[src/rtl/cronometro_ctrl.sv]
`timescale 1ns/1ps
`default_nettype none
// ============================================================================
// Module   : cronometro_ctrl
// Brief    : Key synchroniser/debouncer and start/stop/clear FSM driving the
//            chronometer. Optional lap-hold key enabled by macro LAP_HOLD_EN.
// Revision : 1.0  initial release
// ============================================================================
module cronometro_ctrl #(
   parameter int DEBOUNCE_CYCLES = 50000,
   parameter int SYNC_STAGES     = 2
) (
   input  logic       clk,
   input  logic       rst,
   input  logic       key_ss_n,
   input  logic       key_clr_n,
`ifdef LAP_HOLD_EN
   input  logic       key_lap_n,
   output logic       lap_hold,
`endif
   output logic       start,
   output logic       clr,
   output logic [1:0] state
);

   localparam int CNT_W = $clog2(DEBOUNCE_CYCLES + 1);
   localparam logic [CNT_W-1:0] C_CNT_LAST = CNT_W'(DEBOUNCE_CYCLES - 1);
   localparam logic [CNT_W-1:0] C_CNT_ONE  = CNT_W'(1);

   // Key index map: 0 = start/stop, 1 = clear, 2 = lap (optional)
`ifdef LAP_HOLD_EN
   localparam int N_KEYS = 3;
`else
   localparam int N_KEYS = 2;
`endif

   logic [N_KEYS-1:0] w_keys_n;
   logic [N_KEYS-1:0] w_press;

`ifdef LAP_HOLD_EN
   assign w_keys_n = {key_lap_n, key_clr_n, key_ss_n};
`else
   assign w_keys_n = {key_clr_n, key_ss_n};
`endif

   genvar k;
   generate
      for (k = 0; k < N_KEYS; k++) begin : g_key
         logic [SYNC_STAGES-1:0] r_sync;
         logic [CNT_W-1:0]       r_cnt;
         logic                   r_deb;
         logic                   r_deb_d;
         logic                   r_press;
         logic                   w_s;

         assign w_s        = r_sync[SYNC_STAGES-1];
         assign w_press[k] = r_press;

         always_ff @(posedge clk or posedge rst) begin
            if (rst) begin
               r_sync  <= '1;
               r_cnt   <= '0;
               r_deb   <= 1'b1;
               r_deb_d <= 1'b1;
               r_press <= 1'b0;
            end else begin
               r_sync  <= {r_sync[SYNC_STAGES-2:0], w_keys_n[k]};
               r_deb_d <= r_deb;
               r_press <= r_deb_d & ~r_deb;
               // Any sample matching the accepted level restarts the count.
               if (w_s == r_deb) begin
                  r_cnt <= '0;
               end else if (r_cnt == C_CNT_LAST) begin
                  r_deb <= w_s;
                  r_cnt <= '0;
               end else begin
                  r_cnt <= r_cnt + C_CNT_ONE;
               end
            end
         end
      end
   endgenerate

   typedef enum logic [1:0] {
      ST_IDLE  = 2'b00,
      ST_RUN   = 2'b01,
      ST_PAUSE = 2'b10
   } state_t;

   state_t r_state;
   state_t w_state_nx;
   logic   r_start;
   logic   r_clr;
   logic   w_start_nx;
   logic   w_clr_nx;
   logic   w_ss_press;
   logic   w_clr_press;

   assign w_ss_press  = w_press[0];
   assign w_clr_press = w_press[1];

`ifdef LAP_HOLD_EN
   logic r_lap;
   logic w_lap_nx;
   logic w_lap_press;
   assign w_lap_press = w_press[2];
`endif

   always_ff @(posedge clk or posedge rst) begin
      if (rst) begin
         r_state <= ST_IDLE;
         r_start <= 1'b0;
         r_clr   <= 1'b0;
`ifdef LAP_HOLD_EN
         r_lap   <= 1'b0;
`endif
      end else begin
         r_state <= w_state_nx;
         r_start <= w_start_nx;
         r_clr   <= w_clr_nx;
`ifdef LAP_HOLD_EN
         r_lap   <= w_lap_nx;
`endif
      end
   end

   // Clear has priority over start/stop except in RUN, where clear is ignored.
   always_comb begin
      w_state_nx = r_state;
      w_clr_nx   = 1'b0;
      case (r_state)
         ST_IDLE: begin
            if (w_clr_press) begin
               w_clr_nx = 1'b1;
            end else if (w_ss_press) begin
               w_state_nx = ST_RUN;
            end
         end
         ST_RUN: begin
            if (w_ss_press) begin
               w_state_nx = ST_PAUSE;
            end
         end
         ST_PAUSE: begin
            if (w_clr_press) begin
               w_state_nx = ST_IDLE;
               w_clr_nx   = 1'b1;
            end else if (w_ss_press) begin
               w_state_nx = ST_RUN;
            end
         end
         default: begin
            w_state_nx = ST_IDLE;
         end
      endcase
      w_start_nx = (w_state_nx == ST_RUN);
   end

`ifdef LAP_HOLD_EN
   always_comb begin
      w_lap_nx = r_lap;
      if (w_clr_nx) begin
         w_lap_nx = 1'b0;
      end else if ((r_state == ST_RUN) && w_lap_press) begin
         w_lap_nx = ~r_lap;
      end
   end

   assign lap_hold = r_lap;
`endif

   assign start = r_start;
   assign clr   = r_clr;
   assign state = r_state;

endmodule
`default_nettype wire
[config.mk]
export PLATFORM = sky130hd
export DESIGN_NAME = cronometro_ctrl
export DESIGN_NICKNAME = d
export VERILOG_FILES = /design/src/rtl/cronometro_ctrl.sv
export SDC_FILE = /design/constraint.sdc
export NUM_CORES = 1
export LEC_CHECK = 0
export ABC_CLOCK_PERIOD_IN_PS = 2360
export CAP_MARGIN = 20
export CORE_MARGIN = 2
export CORE_UTILIZATION = 31
export CTS_CLUSTER_DIAMETER = 150
export DETAILED_ROUTE_END_ITERATION = 7
export HOLD_SLACK_MARGIN = 0.06
export PLACE_DENSITY = 0.53
export SYNTH_ARGS = -nofsm -noshare
export SYNTH_HDL_FRONTEND = slang
export SYNTH_SLANG_ARGS = --single-unit
[constraint.sdc]
create_clock -name clk -period 2.36 [get_ports clk]
set_input_delay 0.472 -clock clk [delete_from_list [all_inputs] [get_ports clk]]
set_output_delay 0.472 -clock clk [all_outputs]
set_load 0.1 [all_outputs]
==> results.toml, run 1 <==
[outcome]
status = "complete, no violations"

[cts]
cts_tree = "built"
cts_buffers = 5
post_cts_buffers = 0
hold_buffers = 0
htreeDepth = 2
clk_pin_slew_ns = 0.10
cts_root_buffer = "clkbuf_8"
cts_resized = 0
cts_max_path_buffers = 2
clock-sinks = 46
insertion_delay_ns = 0.31

[sta]
worst_slew_pin_slew_ns = 0.5217
layout_min_cycle_time_ns = 1.894
rsz0062_at_grt = "false"
finalClockSkew_ns = 0.01257
setup-violations-final = 0
tns_ns = 0
hold_violations = 0
slew_headroom_pct = 65.10
drv_slew = 0
fin_crit_sh_pct = 80.27
max_freq_mhz = 527.9
fin_ws_ns = 0.4657

[grt]
busiest_layer = "met2"
grt_pass1_wl_mm = 6.113
grt_max_degree = 26
grtUsageMet3_pct = 2.918
grtUsageMet1_pct = 13.55
use_met2_pct = 17.05
grt-ovfl-total = 0
antenna_found_initial = 0
grt_pass1_vias = 1350
grt_usage_pct = 10.56

[run]
maxCapViolations = 0

[route]
wl_mm = 3.443
routedWlPerCell_um = 12.30
vias = 1355
final_antenna_net_count = 0
drt_iter0_drc = 56
firstDrtPassIters = 4
vias_per_cell = 4.839
drc_errors = 0

[critical_path]
r2r_slack_ns = 0.47
cp.required_ns = 2.56
endpoint_kind = "flop"
crit_path_start_kind = "flop"
worst-setup-path-type = "flop to flop"
crit_fanout = 9
worstPathArrival_ns = 2.10

[synthesis]
synth_top_area_cell = "dfrtp_1"
synth_top_area_share_pct = 46.29
ys_seq_area_share_pct = 56.52
ys_warn_count = 0
synthesis.area_sq_um = 2054
syn_inst = 189
synth_nets = 195
ys_types = 33
syn_avg_cell_area_sq_um = 10.87
ys_ff_latch = 46
ys_top_cells_by_area = "dfrtp_1, dfstp_2, xnor2_1"

[final_layout]
final_area_sq_um = 2335
drive_above_1_share_pct = 13.79
syn2layout_area_growth_pct = 13.64
antennaDiodeCount = 0
fillCellCount = 642
nets = 208

[placed_design]
place_ws_ns = 0.4801
port_buffers = 7
hpwlAfterDp_mm = 2.376
placed_area_sq_um = 2217
place.gp.congestion = 0.7431

[die]
die_area_sq_um = 7295
core_area_sq_um = 6386
die_height_um = 85.41
start_util_pct = 32.17
num_io_pins = 8
chipWidth_um = 85.41
rows = 29

[power_and_ir_drop]
ir_worst_vdd_uv = 330.2
leakagePower_nw = 0.9409
p_per_area_nw_per_um2 = 634.6

[hold_path]
holdCritPathClass = "flop to flop"
[cell type report]
type / count / area [sq um] / share of cell area (%)
Tap cell: 77 / 96.34 / 4.126
Clock inverter: 3 / 48.80 / 2.090
Clock buffer: 5 / 68.82 / 2.947
Inverter: 5 / 18.77 / 0.8039
Sequential cell: 46 / 1161 / 49.73
Multi-Input combinational cell: 135 / 853.3 / 36.55
Timing Repair Buffer: 9 / 87.58 / 3.751
[worst paths after layout]
check                      cells past startpoint                    startpoint                           end
min                                            0  g_key[0].r_sync[0]$_DFF_PP1_  g_key[0].r_sync[1]$_DFF_PP1_
max                                            5  g_key[0].r_cnt[12]$_DFF_PP0_  g_key[0].r_cnt[15]$_DFF_PP0_
min reg2reg                                    0  g_key[0].r_sync[0]$_DFF_PP1_  g_key[0].r_sync[1]$_DFF_PP1_
max in group asynchronous                      3                           rst    g_key[0].r_deb$_DFFE_PP1P_
min in group asynchronous                      2                           rst   g_key[1].r_cnt[5]$_DFF_PP0_
max reg2reg                                    5  g_key[0].r_cnt[12]$_DFF_PP0_  g_key[0].r_cnt[15]$_DFF_PP0_
[power breakdown]
group          internal [mW]  switching [mW]  total [mW]
Combinational         0.0190          0.0324      0.0514
Clock                  0.323           0.294       0.617
Sequential             0.802          0.0108       0.813
[worst max-delay path: stages (launching register included)]
cell and delay (ns):
dfrtp_1 0.44, nor4b_2 0.28, nand3b_1 0.16, o41ai_4 0.58, buf_4 0.26, nor2_1 0.06
[per-layer routing]
metal  routed length, um  part of all wire (%)
met1                1676                    49
met2                1630                    47
met4                  42                   1.2
met5                   0                     0
met3                  93                   2.7
[Yosys cell counts, drive strengths merged]
master,number
mux2i,1
or3,2
a21oi,1
nor2b,3
mux2,2
nor4,7
dfrtp,38
nor4bb,2
clkbuf,1
o41ai,1
nor2,35
nand3,10
o31ai,1
and4,1
buf,2
ha,2
dfstp,8
inv,5
or4,1
xnor2,21
nand3b,1
and3,2
o21ai,2
nand4,8
nor3,8
nand4b,1
xor2,8
nand2,12
nor4b,2
nand2b,1
[placed cells by master (no fill, tap or decap), types with 2 or more instances in the layout]
cell type,instances
xnor2_1,21
clkdlybuf4s50_1,3
buf_4,5
nand2_1,12
nor2_1,35
dfrtp_1,38
nor3_1,8
xor2_1,8
o21ai_0,2
ha_1,2
mux2_2,2
inv_1,4
nand3_1,10
nand4_1,8
dfstp_2,8
nor4_1,7
nor2b_1,3
and3_1,2
clkbuf_8,5
nor4bb_1,2
[registers in the layout (all words and copies together), names as in the netlist]
signal / count
clr: 1
g_key.r_cnt: 32
g_key.r_deb: 2
g_key.r_deb_d: 2
g_key.r_press: 2
g_key.r_sync: 4
start: 1
state: 2
[cell families after synthesis]
family / Yosys count / share of synthesized area [%]
simple gates: 96 / 23.94
flops: 46 / 56.52
xor+xnor: 29 / 12.36
buf+inv: 8 / 1.948
compound gates: 5 / 2.436
mux: 3 / 1.583
fa+ha+maj: 2 / 1.218
[per-stage QoR]
| step | hold slack, ns | power [mW] | util, % | std cells |
|---|---|---|---|---|
| floorplan | 0.3452 | 0.8609 | - | 189 |
| global placement | 0.3454 | 0.8816 | 34.72 | 272 |
| detailed placement | 0.3469 | 0.8821 | 34.72 | 272 |
| CTS | 0.3614 | 1.506 | 36.56 | 280 |
| global route | 0.3722 | 1.550 | 36.56 | 280 |
| finish | 0.3605 | 1.482 | 36.56 | 280 |
Power figures use the tool's default switching activity.
==> run 2, diff against run 1 <==
--- a/config.mk
+++ b/config.mk
@@ -5,7 +5,7 @@
 export SDC_FILE = /design/constraint.sdc
 export NUM_CORES = 1
 export LEC_CHECK = 0
-export ABC_CLOCK_PERIOD_IN_PS = 2360
+export ABC_CLOCK_PERIOD_IN_PS = 1890
 export CAP_MARGIN = 20
 export CORE_MARGIN = 2
 export CORE_UTILIZATION = 31
==> constraint.sdc (replaced) <==
create_clock -name clk -period 1.89 [get_ports clk]
set_input_delay 0.378 -clock clk [delete_from_list [all_inputs] [get_ports clk]]
set_output_delay 0.378 -clock clk [all_outputs]
set_load 0.1 [all_outputs]
==> run 2 against run 1 <==
Core utilization up 0.55 points. First-iteration DRC count down 21%. Register-to-register slack got worse by 0.28 ns. Final cell count grew 1.1%. Critical path depth shrank 1. Sequential share of layout area is 0.74 points lower. Sequential power grew 24%. Setup slack got worse by 0.28 ns. Clock power up 7.9%. Critical endpoint is now g_key[0].r_deb$_DFFE_PP1P_.
==> results.toml, run 2 (same netlist as run 1, synthesis figures left out) <==
[cts]
cts_max_path_buffers = 2
cts_tree = "built"
clock-sinks = 46
insertion_delay_ns = 0.30
hold_buffers = 0
cts_buffers = 5
cts_resized = 0
post_cts_buffers = 0
htreeDepth = 2
cts_root_buffer = "clkbuf_8"
clk_pin_slew_ns = 0.09

[final_layout]
final_cell_mix = "dfrtp_1, nor2_1, xnor2_1, nand2_1, nand3_1"
final_area_sq_um = 2370
drive_above_1_share_pct = 15.05
top_regs = "g_key.r_cnt (32), g_key.r_sync (4)"
fin_util_pct = 37.11
nets = 211
fillCellCount = 630
layout.cells.non_filler = 283
layout_commonest_cell = "dfrtp_1"
antennaDiodeCount = 0
syn2layout_area_growth_pct = 15.35
largest_reg_flops = 32
regMostFlops = "g_key.r_cnt"

[sta]
worst_slew_pin_slew_ns = 0.3415
finalClockSkew_ns = 0.008866
timing.hold.ws_ns = 0.3578
max_freq_mhz = 585.6
setup-violations-final = 0
tns_ns = 0
drv_slew = 0
rsz0062_at_grt = "false"
fin_crit_sh_pct = 90.35
slew_headroom_pct = 77.02
layout_min_cycle_time_ns = 1.708
hold_violations = 0

[die]
num_io_pins = 8
core_area_sq_um = 6386
die_area_sq_um = 7295
chipWidth_um = 85.41
rows = 29
die_height_um = 85.41
start_util_pct = 32.17

[route]
drc_errors = 0
final_antenna_net_count = 0
firstDrtPassIters = 4
drt_iter0_drc = 44
wl_mm = 3.293
routedWlPerCell_um = 11.64
vias = 1313
vias_per_cell = 4.640

[placed_design]
port_buffers = 7
hpwlAfterDp_mm = 2.263
placed_cells = 275
place.gp.congestion = 0.7306
placed_area_sq_um = 2265

[critical_path]
rr_startpoint = "g_key[0].r_cnt[12]$_DFF_PP0_"
reg2regPathDepth = 4
crit_fanout = 4
r2r-end = "g_key[0].r_deb$_DFFE_PP1P_"
worstPathArrival_ns = 1.93
r2r_slack_ns = 0.18
endpoint_kind = "flop"
worst-setup-path-type = "flop to flop"
crit_path_start = "g_key[0].r_cnt[12]$_DFF_PP0_"
crit_path_start_kind = "flop"
cp.required_ns = 2.12

[grt]
grt_pass1_wl_mm = 6.030
grt_max_degree = 47
grt_usage_pct = 10.42
antenna_found_initial = 0
grt-ovfl-total = 0
grt_pass1_vias = 1343

[outcome]
status = "complete, no violations"

[run]
maxCapViolations = 0

[hold_path]
hold-path-endpoint = "g_key[0].r_sync[1]$_DFF_PP1_"
min_path_cells = 0
holdCritPathClass = "flop to flop"
min_from = "g_key[0].r_sync[0]$_DFF_PP1_"

[power_and_ir_drop]
ir_worst_vdd_uv = 475.8
leakagePower_nw = 0.9582
p_per_area_nw_per_um2 = 737.5
## run 2: changes by cell type in the layout (fill, tap and decap cells not counted), sizes merged
cell / change
buf: +3
clkinv: +1
bufinv: -1
clkinvlp: -1
inv: -1
clkbuf: +2
## run 2: layer usage
| metal | wire, um | vias up | share of wire (%) | global-route usage [%] |
|---|---|---|---|---|
| met5 | 0 | - | 0 | 0 |
| li1 | - | 674 | - | - |
| met1 | 1621 | 624 | 49 | 13.36 |
| met4 | 54 | 0 | 1.6 | 4.762 |
| met2 | 1529 | 10 | 46 | 16.34 |
| met3 | 88 | 5 | 2.7 | 2.918 |
## run 2: area by class of cell
cell class                 count  area, sq um  area share, %
inverter                       5        18.77         0.7920
tap                           77        96.34          4.065
clock buffer                   7        96.34          4.065
multi-input combinational    135        853.3          36.01
sequential                    46         1161          49.00
clock inverter                 1        8.758         0.3696
timing repair buffer          12        135.1          5.702
## run 2: through the flow
step                      setup slack [ns]  total power [mW]
after floorplan                     0.2538             1.075
after detailed placement            0.1502             1.103
final                               0.1823             1.748
after CTS                           0.1324             1.782
after global placement              0.1915             1.103
after global routing               0.02534             1.840
## run 2: critical path, stage by stage, from the launching register on
cell	delay [ns]
dfrtp_1	0.43
nor4b_2	0.29
nand3b_1	0.16
nor4_1	0.37
mux2_2	0.38
## run 2: worst max path at each step
stage	end	slack (ns)	cells after the start
floorplan	g_key[0].r_cnt[14]$_DFF_PP0_	0.25	4
global placement	g_key[0].r_deb$_DFFE_PP1P_	0.19	4
detailed placement	g_key[0].r_deb$_DFFE_PP1P_	0.15	4
CTS	g_key[0].r_deb$_DFFE_PP1P_	0.13	4
global route	g_key[0].r_deb$_DFFE_PP1P_	0.03	4
finish	g_key[0].r_deb$_DFFE_PP1P_	0.18	4
## run 2: power by group
| part | switching (mW) | internal (mW) | leakage [nW] | total, mW |
|---|---|---|---|---|
| clock network | 0.331 | 0.335 | 0.0544 | 0.666 |
| registers | 0.0128 | 1.00 | 0.609 | 1.01 |
| logic | 0.0397 | 0.0268 | 0.294 | 0.0665 |
| total | 0.384 | 1.36 | 0.958 | 1.75 |
